File: config.mk
export PLATFORM = sky130hd
export DESIGN_NAME = serial_twos_comp_p_flat
export DESIGN_NICKNAME = d
export VERILOG_FILES = /design/src/rtl/serial_twos_comp_p_if.sv /design/src/rtl/serial_twos_comp_p.sv /design/src/flat_wrapper.sv
export SDC_FILE = /design/constraint.sdc
export NUM_CORES = 1
export LEC_CHECK = 0
export CELL_PAD_IN_SITES_DETAIL_PLACEMENT = 0
export CELL_PAD_IN_SITES_GLOBAL_PLACEMENT = 1
export CORE_UTILIZATION = 39
export DETAILED_ROUTE_END_ITERATION = 8
export PLACE_DENSITY = 0.84
export SETUP_SLACK_MARGIN = 0.4
export SLEW_MARGIN = 20
export SYNTH_ARGS = -nofsm -noshare
export SYNTH_HDL_FRONTEND = slang
export SYNTH_SLANG_ARGS = --single-unit
File: constraint.sdc
create_clock -name clk -period 3.6 [get_ports clk]
set_input_delay 0.54 -clock clk [delete_from_list [all_inputs] [get_ports clk]]
set_output_delay 0.54 -clock clk [all_outputs]
set_load 0.02 [all_outputs]
File: src/rtl/serial_twos_comp_p_if.sv
// Bundle of signals for the serial complementer: input digit stream toward the block, result stream and status back.
// master drives the input side; slave is the complementer itself.
interface serial_twos_comp_p_if #(
  parameter int DIGIT_W = 1
);
  logic               in_valid;
  logic               in_first;
  logic [DIGIT_W-1:0] in_digit;
  logic [1:0]         mode;
  logic               out_valid;
  logic [DIGIT_W-1:0] out_digit;
  logic               out_last;
  logic               zero;
  logic               ovf;
  logic               frame_err;

  modport master (
    output in_valid, in_first, in_digit, mode,
    input  out_valid, out_digit, out_last, zero, ovf, frame_err
  );

  modport slave (
    input  in_valid, in_first, in_digit, mode,
    output out_valid, out_digit, out_last, zero, ovf, frame_err
  );
endinterface

File: src/rtl/serial_twos_comp_p.sv
// LSB-first serial pass / ones' complement / two's-complement negate, DIGIT_W bits per beat, WORD_DIGITS beats per word.
// Latency: one cycle, all outputs registered. No backpressure: every accepted beat yields exactly one output beat.
// SERIAL_COMP_STATUS_EN: when defined, zero/ovf/frame_err are computed; when undefined they are tied to 0.
module serial_twos_comp_p #(
  parameter int DIGIT_W     = 1,
  parameter int WORD_DIGITS = 8
) (
  input logic                 clk,
  input logic                 reset,
  serial_twos_comp_p_if.slave bus
);
  localparam int              CNT_W    = $clog2(WORD_DIGITS);
  localparam logic [CNT_W-1:0] LAST_CNT = CNT_W'(WORD_DIGITS - 1);

  typedef enum logic {IDLE = 1'b0, ACTIVE = 1'b1} state_t;

  state_t             state_q, state_d;
  logic [CNT_W-1:0]   cnt_q, cnt_d, cur_cnt;
  logic [1:0]         mode_q, cur_mode;
  logic               carry_q, carry_d, cur_carry;
  logic               accept, first_beat, is_last;
  logic [DIGIT_W:0]   sum;
  logic [DIGIT_W-1:0] res;
  logic               out_valid_q, out_last_q;
  logic [DIGIT_W-1:0] out_digit_q;

  // State register for the idle/in-word tracker.
  always_ff @(posedge clk or negedge reset) begin
    if (!reset) state_q <= IDLE;
    else        state_q <= state_d;
  end

  // Next state plus per-digit arithmetic; an in_first beat overrides the
  // latched settings so the new word's first digit uses them immediately.
  always_comb begin
    state_d    = state_q;
    first_beat = bus.in_valid && bus.in_first;
    accept     = bus.in_valid && (bus.in_first || state_q == ACTIVE);
    cur_mode   = first_beat ? bus.mode : mode_q;
    cur_carry  = first_beat ? (bus.mode == 2'b01) : carry_q;
    cur_cnt    = first_beat ? '0 : cnt_q;
    is_last    = (cur_cnt == LAST_CNT);
    sum        = {1'b0, ~bus.in_digit} + {{DIGIT_W{1'b0}}, cur_carry};
    res        = bus.in_digit;
    carry_d    = cur_carry;
    case (cur_mode)
      2'b01: begin
        res     = sum[DIGIT_W-1:0];
        carry_d = sum[DIGIT_W];
      end
      2'b10:   res = ~bus.in_digit;
      default: res = bus.in_digit;
    endcase
    cnt_d = is_last ? '0 : cur_cnt + 1'b1;
    if (accept) state_d = is_last ? IDLE : ACTIVE;
  end

  // Word-context registers and the registered result stream.
  always_ff @(posedge clk or negedge reset) begin
    if (!reset) begin
      cnt_q       <= '0;
      mode_q      <= 2'b00;
      carry_q     <= 1'b0;
      out_valid_q <= 1'b0;
      out_last_q  <= 1'b0;
      out_digit_q <= '0;
    end else begin
      out_valid_q <= accept;
      out_last_q  <= accept && is_last;
      if (accept) begin
        cnt_q       <= cnt_d;
        mode_q      <= cur_mode;
        carry_q     <= carry_d;
        out_digit_q <= res;
      end
    end
  end

  assign bus.out_valid = out_valid_q;
  assign bus.out_last  = out_last_q;
  assign bus.out_digit = out_digit_q;

`ifdef SERIAL_COMP_STATUS_EN
  localparam logic [DIGIT_W-1:0] MSB_ONLY = DIGIT_W'(1) << (DIGIT_W - 1);

  logic all_zero_q, zero_acc, ovf_hit, frame_bad;
  logic zero_q, ovf_q, frame_err_q;

  // Running all-zero result, most-negative detection and framing check.
  always_comb begin
    zero_acc  = (first_beat ? 1'b1 : all_zero_q) && (res == '0);
    ovf_hit   = (cur_mode == 2'b01) && is_last && cur_carry && (bus.in_digit == MSB_ONLY);
    frame_bad = bus.in_valid && (bus.in_first == (state_q == ACTIVE));
  end

  // Status registers; zero/ovf hold between accepted beats.
  always_ff @(posedge clk or negedge reset) begin
    if (!reset) begin
      all_zero_q  <= 1'b0;
      zero_q      <= 1'b0;
      ovf_q       <= 1'b0;
      frame_err_q <= 1'b0;
    end else begin
      frame_err_q <= frame_bad;
      if (accept) begin
        all_zero_q <= zero_acc;
        zero_q     <= zero_acc;
        ovf_q      <= ovf_hit;
      end
    end
  end

  assign bus.zero      = zero_q;
  assign bus.ovf       = ovf_q;
  assign bus.frame_err = frame_err_q;
`else
  assign bus.zero      = 1'b0;
  assign bus.ovf       = 1'b0;
  assign bus.frame_err = 1'b0;
`endif
endmodule

File: src/flat_wrapper.sv
// flat-port wrapper written by rule: the top's interface ports become plain ports
module serial_twos_comp_p_flat 
#(
  parameter int DIGIT_W     = 1,
  parameter int WORD_DIGITS = 8
)
  (clk, reset, bus_in_valid, bus_in_first, bus_in_digit, bus_mode, bus_out_valid, bus_out_digit, bus_out_last, bus_zero, bus_ovf, bus_frame_err);
  serial_twos_comp_p_if #(.DIGIT_W(DIGIT_W)) bus_i ();
  input logic clk;
  input logic reset;
  input wire logic [$bits(bus_i.in_valid)-1:0] bus_in_valid;
  input wire logic [$bits(bus_i.in_first)-1:0] bus_in_first;
  input wire logic [$bits(bus_i.in_digit)-1:0] bus_in_digit;
  input wire logic [$bits(bus_i.mode)-1:0] bus_mode;
  output wire logic [$bits(bus_i.out_valid)-1:0] bus_out_valid;
  output wire logic [$bits(bus_i.out_digit)-1:0] bus_out_digit;
  output wire logic [$bits(bus_i.out_last)-1:0] bus_out_last;
  output wire logic [$bits(bus_i.zero)-1:0] bus_zero;
  output wire logic [$bits(bus_i.ovf)-1:0] bus_ovf;
  output wire logic [$bits(bus_i.frame_err)-1:0] bus_frame_err;
  assign bus_i.in_valid = bus_in_valid;
  assign bus_i.in_first = bus_in_first;
  assign bus_i.in_digit = bus_in_digit;
  assign bus_i.mode = bus_mode;
  assign bus_out_valid = bus_i.out_valid;
  assign bus_out_digit = bus_i.out_digit;
  assign bus_out_last = bus_i.out_last;
  assign bus_zero = bus_i.zero;
  assign bus_ovf = bus_i.ovf;
  assign bus_frame_err = bus_i.frame_err;
  serial_twos_comp_p #(.DIGIT_W(DIGIT_W), .WORD_DIGITS(WORD_DIGITS)) u_core (.clk(clk), .reset(reset), .bus(bus_i));
endmodule
Word level (Yosys, flattened, before mapping)
Cells that the tools add are included.
Widths: inputs -> output; s select.
Operators by class
  add/sub/neg operators: 2
  muxes and demuxes: 7
  reduce and logical (&&, ||, !) cells: 4
  bitwise gates (word level): 1
  equality and inequality tests: 4
Operators with widths (count)
  $mux 3: 2
  $eq 2x1->1 const B: 2
  $add 3x1->3 const B: 1
  $eq 3x3->1 const B: 1
  $logic_and 1x1->1: 3
  $mux 1: 3
  $add 1x1->2: 1
  $eq 2x2->1 const B: 1
  $mux 2: 1
  $pmux 1 s2: 1
  $logic_or 1x1->1: 1
  $not 1->1: 1
Word-level totals
  input port bits: 7
  register bits after elaboration: 10
  output and inout port bits: 6

Logic depth before layout (Yosys ltp)
Gate-level depths: netlist of the first run.
  depth in word-level cells: 4
  depth in mapped cells: 6
  depth with buffers taken out: 6

Worst setup path before layout of the first run
OpenSTA, ideal clock, no wires.
  path kind: input to register
  start: input bus_in_valid
  end: register u_core.out_digit_q (netlist: u_core.bus.out_digit)
  library setup time: 0.121 ns
  stages: 6
  data required time: 3.479 ns
  arrival: 1.737 ns
  setup slack: 1.741 ns
  path buffers: 0
  cells stage by stage: nand2_2 -> mux2_2 -> inv_1 -> ha_1 -> a221o_1 -> a22o_2
Between the ends
  longest elaborated chain between the ends: 4
  elaborated cells between the ends (all ways): 8
  those cells by class: add/sub: 1; eq/ne: 2; mux: 3; reduce/logical: 2
RTL lines
  start: declaration: RTL line flat_wrapper.sv:11  | input wire logic [$bits(bus_i.in_valid)-1:0] bus_in_valid;
  $logic_and 1x1->1 (*): RTL line serial_twos_comp_p.sv:37  | first_beat = bus.in_valid && bus.in_first;
  $mux 2 (*): RTL line serial_twos_comp_p.sv:39  | cur_mode = first_beat ? bus.mode : mode_q;
  via u_core.cur_mode[0]: RTL line serial_twos_comp_p.sv:19  | logic [1:0] mode_q, cur_mode;
  $eq 2x2->1 / $eq 2x1->1 (equally long branches): RTL line serial_twos_comp_p.sv:46  | case (cur_mode)
  $pmux 1 s2 (*): RTL line serial_twos_comp_p.sv:46
  end signal: assignment: RTL line serial_twos_comp_p.sv:74  | out_digit_q <= res;
  end: declaration: RTL line serial_twos_comp_p.sv:25  | logic [DIGIT_W-1:0] out_digit_q;
The timed path passes the listed nets; every way through them passes the cells marked *.
A chain may end at the register's enable or synchronous reset.

Worst setup path in the final report of the first run
Same ends and word-level chain as after synthesis.

==> results.md, run 1 <==
- PD cells: about 530 nW/um^2
- CTS tree: done
- Syn Area/Cell: approximately 11 um^2
- Drt pass-1 iters: 1
- Peak VDD IR: 0.334 mV
- Synth Warn #: 0
- Post-synthesis cell count: 49
- IO buf count: 9
- Crit-path max FO: 9
- Final-report setup violation count: 0
- Residual DRC: 0
- Io pins: 13
- GPL Wtd Cong: about 0.65
- Register area share after synthesis: 44.8%
- Fmax: between 0.4 and 0.5 GHz
- Global-route usage over all layers: roughly 13%
- Post-CTS Setup Bufs: 0
- Clk_lat worst skew: between 0.2 and 0.3 ns
- FP Rows: 13
- Crit path largest cell delay: between 0.5 and 0.6 ns
- Type of destination of the critical path: flop
- Core area: 1320 um^2
- Layout area overhead: 20.9%
- Final Slew Violations: 0
- Mapped Area: 558 um^2
- Critical path class: in2reg
- Vias in the first global route: between 300 and 400
- Die Y: roughly 40 um
- Pint: between 200 and 300 uW
- Initial core utilization: between 40% and 50%
- CTS root buf: clkbuf_4
- Routed via count: ~380
- N_diodes: 0
- Leakage power: ~0.00032 uW
- Worst EP required: between 3 and 4 ns
- Final #Nets: 74
- Routed WL: 814 um
- Min cycle time layout: roughly 2.2 ns
- DIE WIDTH: around 40 um
- Vias per inst: between 5 and 6
- Clock tree buffer depth: 2
- Pin count of the biggest net entering global routing: 11
- Post-DP HPWL: between 600 and 700 um
- Die area: around 1600 um^2
- Setup TNS Final: 0 ns
- Endpoints failing hold: 0
- Total of max-cap violations: 0
- Worst rel slew slack: roughly two thirds
- First-pass GRT wire length: 1280 um
- Clk pwr share: 21.5%
- First-iteration detailed-routing DRC count: 0
- Hold_buf cts: 0
- Net Sw Frac: just under 30%
- Worst EP arrival: 2.40 ns
- Antenna-violating nets left: 0
- Crit. path cell count: 7
- Seq pwr share: approximately 45%
- Synth cell types: 21
- Finished Core Util: 51.2%
- Worst-Margin Slew: between 0.5 and 0.6 ns
- Layout cell share with drive strength beyond 1: approximately a fifth
- Net Sw Power: between 100 and 150 uW
- TritonCTS buffer count: 3
- Hold slack: ~0.5 ns
- Delay-heaviest family, CP: buffers and inverters
- Area post-placement: roughly 650 um^2
- Clock tree sinks: 10
- H-tree Lvls: 1
- Worst Reg-to-Reg Cells: 5
- Design area: between 600 and 700 um^2
- Crit-path cells: clkdlybuf4s50_1 -> nand2_2 -> mux2_2 -> inv_1 -> ha_1 -> a221o_1 -> a22o_2
- Critical Path Start Type: input port
- Wire length per cell: roughly 11 um
- PostCTS Resize Cnt: 0
- CTS clk-pin slew, worst paths: 0.06 ns
- Comb power frac: 33.7%
- Status: complete, no violations
- Global route total overflow: 0
- Buffers and inverters on the worst path: 2
- Worst Clk Skew: 0.00270 ns
- Crit-path slowest cell: clkdlybuf4s50_1
- Unrepaired setup endpoints after global routing: no
- Number of synthesized register bits: 10
- Antenna violations before repair: 0
- Worst Hold Class: reg2reg
- Hold depth: 1
- Final period utilization: about 62%
area by class of cell:
| cell class | instances | area (um^2) |
|---|---|---|
| multi-input cells | 34 | 278 |
| repair buffers | 9 | 90.1 |
| clock buffers | 3 | 22.5 |
| inverters | 4 | 15.0 |
| well taps | 15 | 18.8 |
| fillers | 124 | 643 |
| flip-flops and latches | 10 | 250 |
layer usage:
metal,part of all wire (%),global-route usage [%]
met2,48,20.5
met5,0,0
met3,6.6,10.2
met1,43,13.8
met4,2.7,5.17
metrics by stage:
stage	total power, uW	std cells	worst slack [ns]
6_report	356	75	1.37
5_1_grt	385	75	1.30
4_1_cts	364	75	1.37
3_5_place_dp	284	72	1.08
3_3_place_gp	281	72	1.10
2_1_floorplan	248	51	1.74
path summary, 6_finish.rpt:
path                       slack [ns]        startpoint                   end
max reg2reg                      2.09  u_core.mode_q[0]  u_core.bus.out_digit
max in group asynchronous        2.72             reset   u_core.bus.out_last
min                              0.49   u_core.cnt_q[2]       u_core.cnt_q[2]
max                              1.37      bus_in_valid  u_core.bus.out_digit
min in group asynchronous        0.58             reset       u_core.cnt_q[0]
min reg2reg                      0.49   u_core.cnt_q[2]       u_core.cnt_q[2]
state kept, by name, summed over array words and instances (netlist names):
name and count:
u_core.cnt_q 3, u_core.mode_q 2, u_core.carry_q 1, u_core.bus.out_valid 1
u_core.bus.out_last 1, u_core.bus.out_digit 1, u_core.state_q 1
synth_stat cells, drive strengths merged:
library cell | count | area [um^2]
a221o | 1 | 10.0
dfrtp | 10 | 250
a21o | 1 | 7.51
a21oi | 3 | 15.0
mux2 | 6 | 67.6
and4b | 1 | 10.0
and2 | 4 | 25.0
o21ai | 1 | 5.00
buf | 3 | 22.5
inv | 4 | 15.0
o22a | 1 | 10.0
nand3 | 1 | 5.00
conb | 1 | 3.75
a22o | 1 | 10.0
o31ai | 1 | 7.51
nand2 | 2 | 10.0
o21a | 1 | 7.51
a211oi | 1 | 7.51
ha | 5 | 62.6
nor2b | 1 | 6.26
power groups by stage:
stage | registers, uW | logic (uW) | clock network, uW
6_report | 160 | 120 | 76.5
5_1_grt | 164 | 138 | 83.3
4_1_cts | 160 | 123 | 80.6
3_5_place_dp | 162 | 122 | 0
3_3_place_gp | 162 | 119 | 0
2_1_floorplan | 166 | 81.8 | 0
cell families (layout without fill, tap and decap cells):
family | Yosys count | in the layout | share of synthesized area, %
compound gates | 11 | 11 | 14.4
fa+ha+maj | 5 | 5 | 11.2
buf+inv | 7 | 16 | 6.73
flops | 10 | 10 | 44.8
mux | 6 | 6 | 12.1
other cells | 1 | 3 | 0.672
simple gates | 9 | 9 | 10.1
cells in the final DEF (no fill, tap or decap), drive strengths merged, types with 2 or more instances in the layout:
master         synthesis  final
a21oi                  3      3
and2                   4      4
nand2                  2      2
conb                   1      3
ha                     5      5
inv                    4      4
clkbuf                 0      3
clkdlybuf4s50          0      9
dfrtp                 10     10
mux2                   6      6
Note: power is estimated with default switching activity, not from simulation.
==> run 2, diff against run 1 <==
--- a/config.mk
+++ b/config.mk
@@ -7,9 +7,9 @@
 export LEC_CHECK = 0
 export CELL_PAD_IN_SITES_DETAIL_PLACEMENT = 0
 export CELL_PAD_IN_SITES_GLOBAL_PLACEMENT = 1
-export CORE_UTILIZATION = 39
+export CORE_UTILIZATION = 36
 export DETAILED_ROUTE_END_ITERATION = 8
-export PLACE_DENSITY = 0.84
+export PLACE_DENSITY = 0.78
 export SETUP_SLACK_MARGIN = 0.4
 export SLEW_MARGIN = 20
 export SYNTH_ARGS = -nofsm -noshare
==> constraint.sdc (replaced) <==
create_clock -name clk -period 2.2 [get_ports clk]
set_input_delay 0.33 -clock clk [delete_from_list [all_inputs] [get_ports clk]]
set_output_delay 0.33 -clock clk [all_outputs]
set_load 0.02 [all_outputs]
==> results.md, run 2 (synthesis gave the netlist of run 1 again) <==
- Status: complete, no violations (unchanged)
- Largest register FFs: 3 (unchanged)
- Critical path class: in2reg (unchanged)
- Drt pass-1 iters: 2 (was 1)
- Worst EP arrival: 1.88 ns (was 2.40 ns)
- Die Y: 41.4 um (was 39.8 um)
- Fmax: between 0.5 and 0.6 GHz
- Clock tree buffer depth: 2 (unchanged)
- Critical Path Start Type: input port (unchanged)
- Total power: 591 uW (was 356 uW)
- Worst-Margin Slew: 0.517 ns (was 0.502 ns)
- Vias per inst: 4.80 (was 5.05)
- Unrepaired setup endpoints after global routing: no (unchanged)
- Worst EP required: 2.35 ns (was 3.76 ns)
- N_diodes: 0 (unchanged)
- Worst Clk Skew: 0.00197 ns (was 0.00270 ns)
- Leakage power: 0.000356 uW (was 0.000319 uW)
- Global-route usage over all layers: 14.6% (was 13.5%)
- TritonCTS buffer count: 3 (unchanged)
- Clock tree sinks: 10 (unchanged)
- Pin count of the biggest net entering global routing: 11 (unchanged)
- GPL Wtd Cong: 0.732 (was 0.654)
- Post-DP HPWL: 702 um (was 634 um)
- Met3 wire length: 54 um (unchanged)
- Largest regs: u_core.cnt_q x3, u_core.mode_q x2 (unchanged)
- Wire length per cell: 10.2 um (was 10.9 um)
- Worst Reg-to-Reg Cells: 5 (unchanged)
- Antenna-violating nets left: 0 (unchanged)
- FP Rows: 13 (unchanged)
- Layout cell share with drive strength beyond 1: 28.4% (was 20.0%)
- Reg2Reg Setup Slack: 0.69 ns (was 2.09 ns)
- IO buf count: 9 (unchanged)
- Fin cells: 82 (was 75)
- First-iteration detailed-routing DRC count: 2 (was 0)
- Min cycle time layout: 1.74 ns
- PD cells: 817 nW/um^2 (was 528 nW/um^2)
- Endpoints failing hold: 0 (unchanged)
- Peak VDD IR: 0.370 mV (was 0.334 mV)
- Initial core utilization: 40.8% (was 42.4%)
- Post-CTS Setup Bufs: 0 (unchanged)
- CTS clk-pin slew, worst paths: 0.06 ns (about the same)
- Global route total overflow: 0 (unchanged)
- DRT met1 WL: 394 um (was 347 um)
- Io pins: 13 (unchanged)
- Residual DRC: 0 (unchanged)
- Final period utilization: about four fifths
- Total of max-cap violations: 0 (unchanged)
- Crit. Startpoint: bus_mode[0] (was bus_in_valid)
- Final-report setup violation count: 0 (unchanged)
- R2r endpoint: u_core.bus.out_digit (unchanged)
- Setup TNS Final: 0 ns (unchanged)
- Area post-placement: 704 um^2 (was 652 um^2)
- Crit-path max FO: 3 (was 9)
- CTS tree: done (unchanged)
- DR top layer: met4 (unchanged)
- Worst Hold Class: in2async (was reg2reg)
- Most common cell after layout, fill and taps aside: dfrtp_1 (unchanged)
- First-pass GRT wire length: 1500 um (was 1280 um)
- Type of destination of the critical path: flop (unchanged)
- Clk_lat worst skew: 0.26 ns (was 0.27 ns)
- DIE WIDTH: 41.4 um (was 39.8 um)
- Number of cells after detailed placement: 79 (was 72)
- Layout area overhead: 29.6% (was 20.9%)
- Most frequent cells in the layout: 10 x dfrtp_1, 7 x buf_4, 6 x mux2_2, 6 x clkdlybuf4s50_1, 5 x ha_1 (was 10 x dfrtp_1, 9 x clkdlybuf4s50_1, 6 x mux2_2)
- Fill cells: 147 (was 124)
- Multi-input gate area: 278 um^2 (unchanged)
- Routed via count: 394 (was 379)
- Hold slack: 0.381 ns (was 0.494 ns)
- Met2 WL: 378 um (was 388 um)
- Core area: 1370 um^2 (was 1320 um^2)
- CTS root buf: clkbuf_4 (unchanged)
- Vias in the first global route: 364 (was 325)
- FF+latch area: 250 um^2 (unchanged)
- Final #Nets: 81 (was 74)
- Reg with most FFs: u_core.cnt_q (unchanged)
- Worst rel slew slack: 65.3% (was 66.3%)
- Worst r2r src: u_core.mode_q[0] (unchanged)
- Die area: 1710 um^2 (was 1590 um^2)
- Design area: 723 um^2 (was 674 um^2)
- Routed WL: 836 um (was 814 um)
- Final Slew Violations: 0 (unchanged)
- H-tree Lvls: 1 (unchanged)
- Antenna violations before repair: 0 (unchanged)
## run 2: what timing repair did
action | 4_1_cts | 5_1_grt
hold buffers | 0 | 0
setup endpoints to repair | 2 | 0
gates resized for setup | 3 | 0
## run 2: power breakdown
part           switching [uW]  internal, uW
Combinational            86.3           124
Clock                    54.6          62.8
Sequential               28.4           234
## run 2: layout make-up
cell class | count | area share (%)
inverter | 4 | 2.08
tap | 15 | 2.60
sequential | 10 | 34.6
clock buffer | 3 | 3.11
multi-input combinational | 34 | 38.4
timing repair buffer | 16 | 19.2
## run 2: how the worst max path moves through the flow
stage                           endpoint  slack (ns)
global route        u_core.bus.out_digit        0.43
CTS                 u_core.bus.out_digit        0.47
global placement    u_core.bus.out_digit        0.08
detailed placement  u_core.bus.out_digit        0.05
finish              u_core.bus.out_digit        0.46
floorplan           u_core.bus.out_digit        0.55
## run 2: through the flow
stage / worst slack, ns / util [%]
final: 0.463 / 52.9
after detailed placement: 0.0497 / 51.6
after global placement: 0.0768 / 51.6
after floorplan: 0.551 / -
after global routing: 0.426 / 52.9
after CTS: 0.472 / 52.9
## run 2: routing by layer
layer,global-route usage (%),vias to the layer above
met4,7.26,0
met2,21.1,11
li1,-,208
met3,9.57,2
met1,16.3,173
met5,0,-
## run 2: critical path: stages
cell,delay (ns)
clkdlybuf4s50_1,0.44
and4b_1,0.20
a21o_1,0.16
ha_1,0.26
a221o_1,0.29
a22o_2,0.20
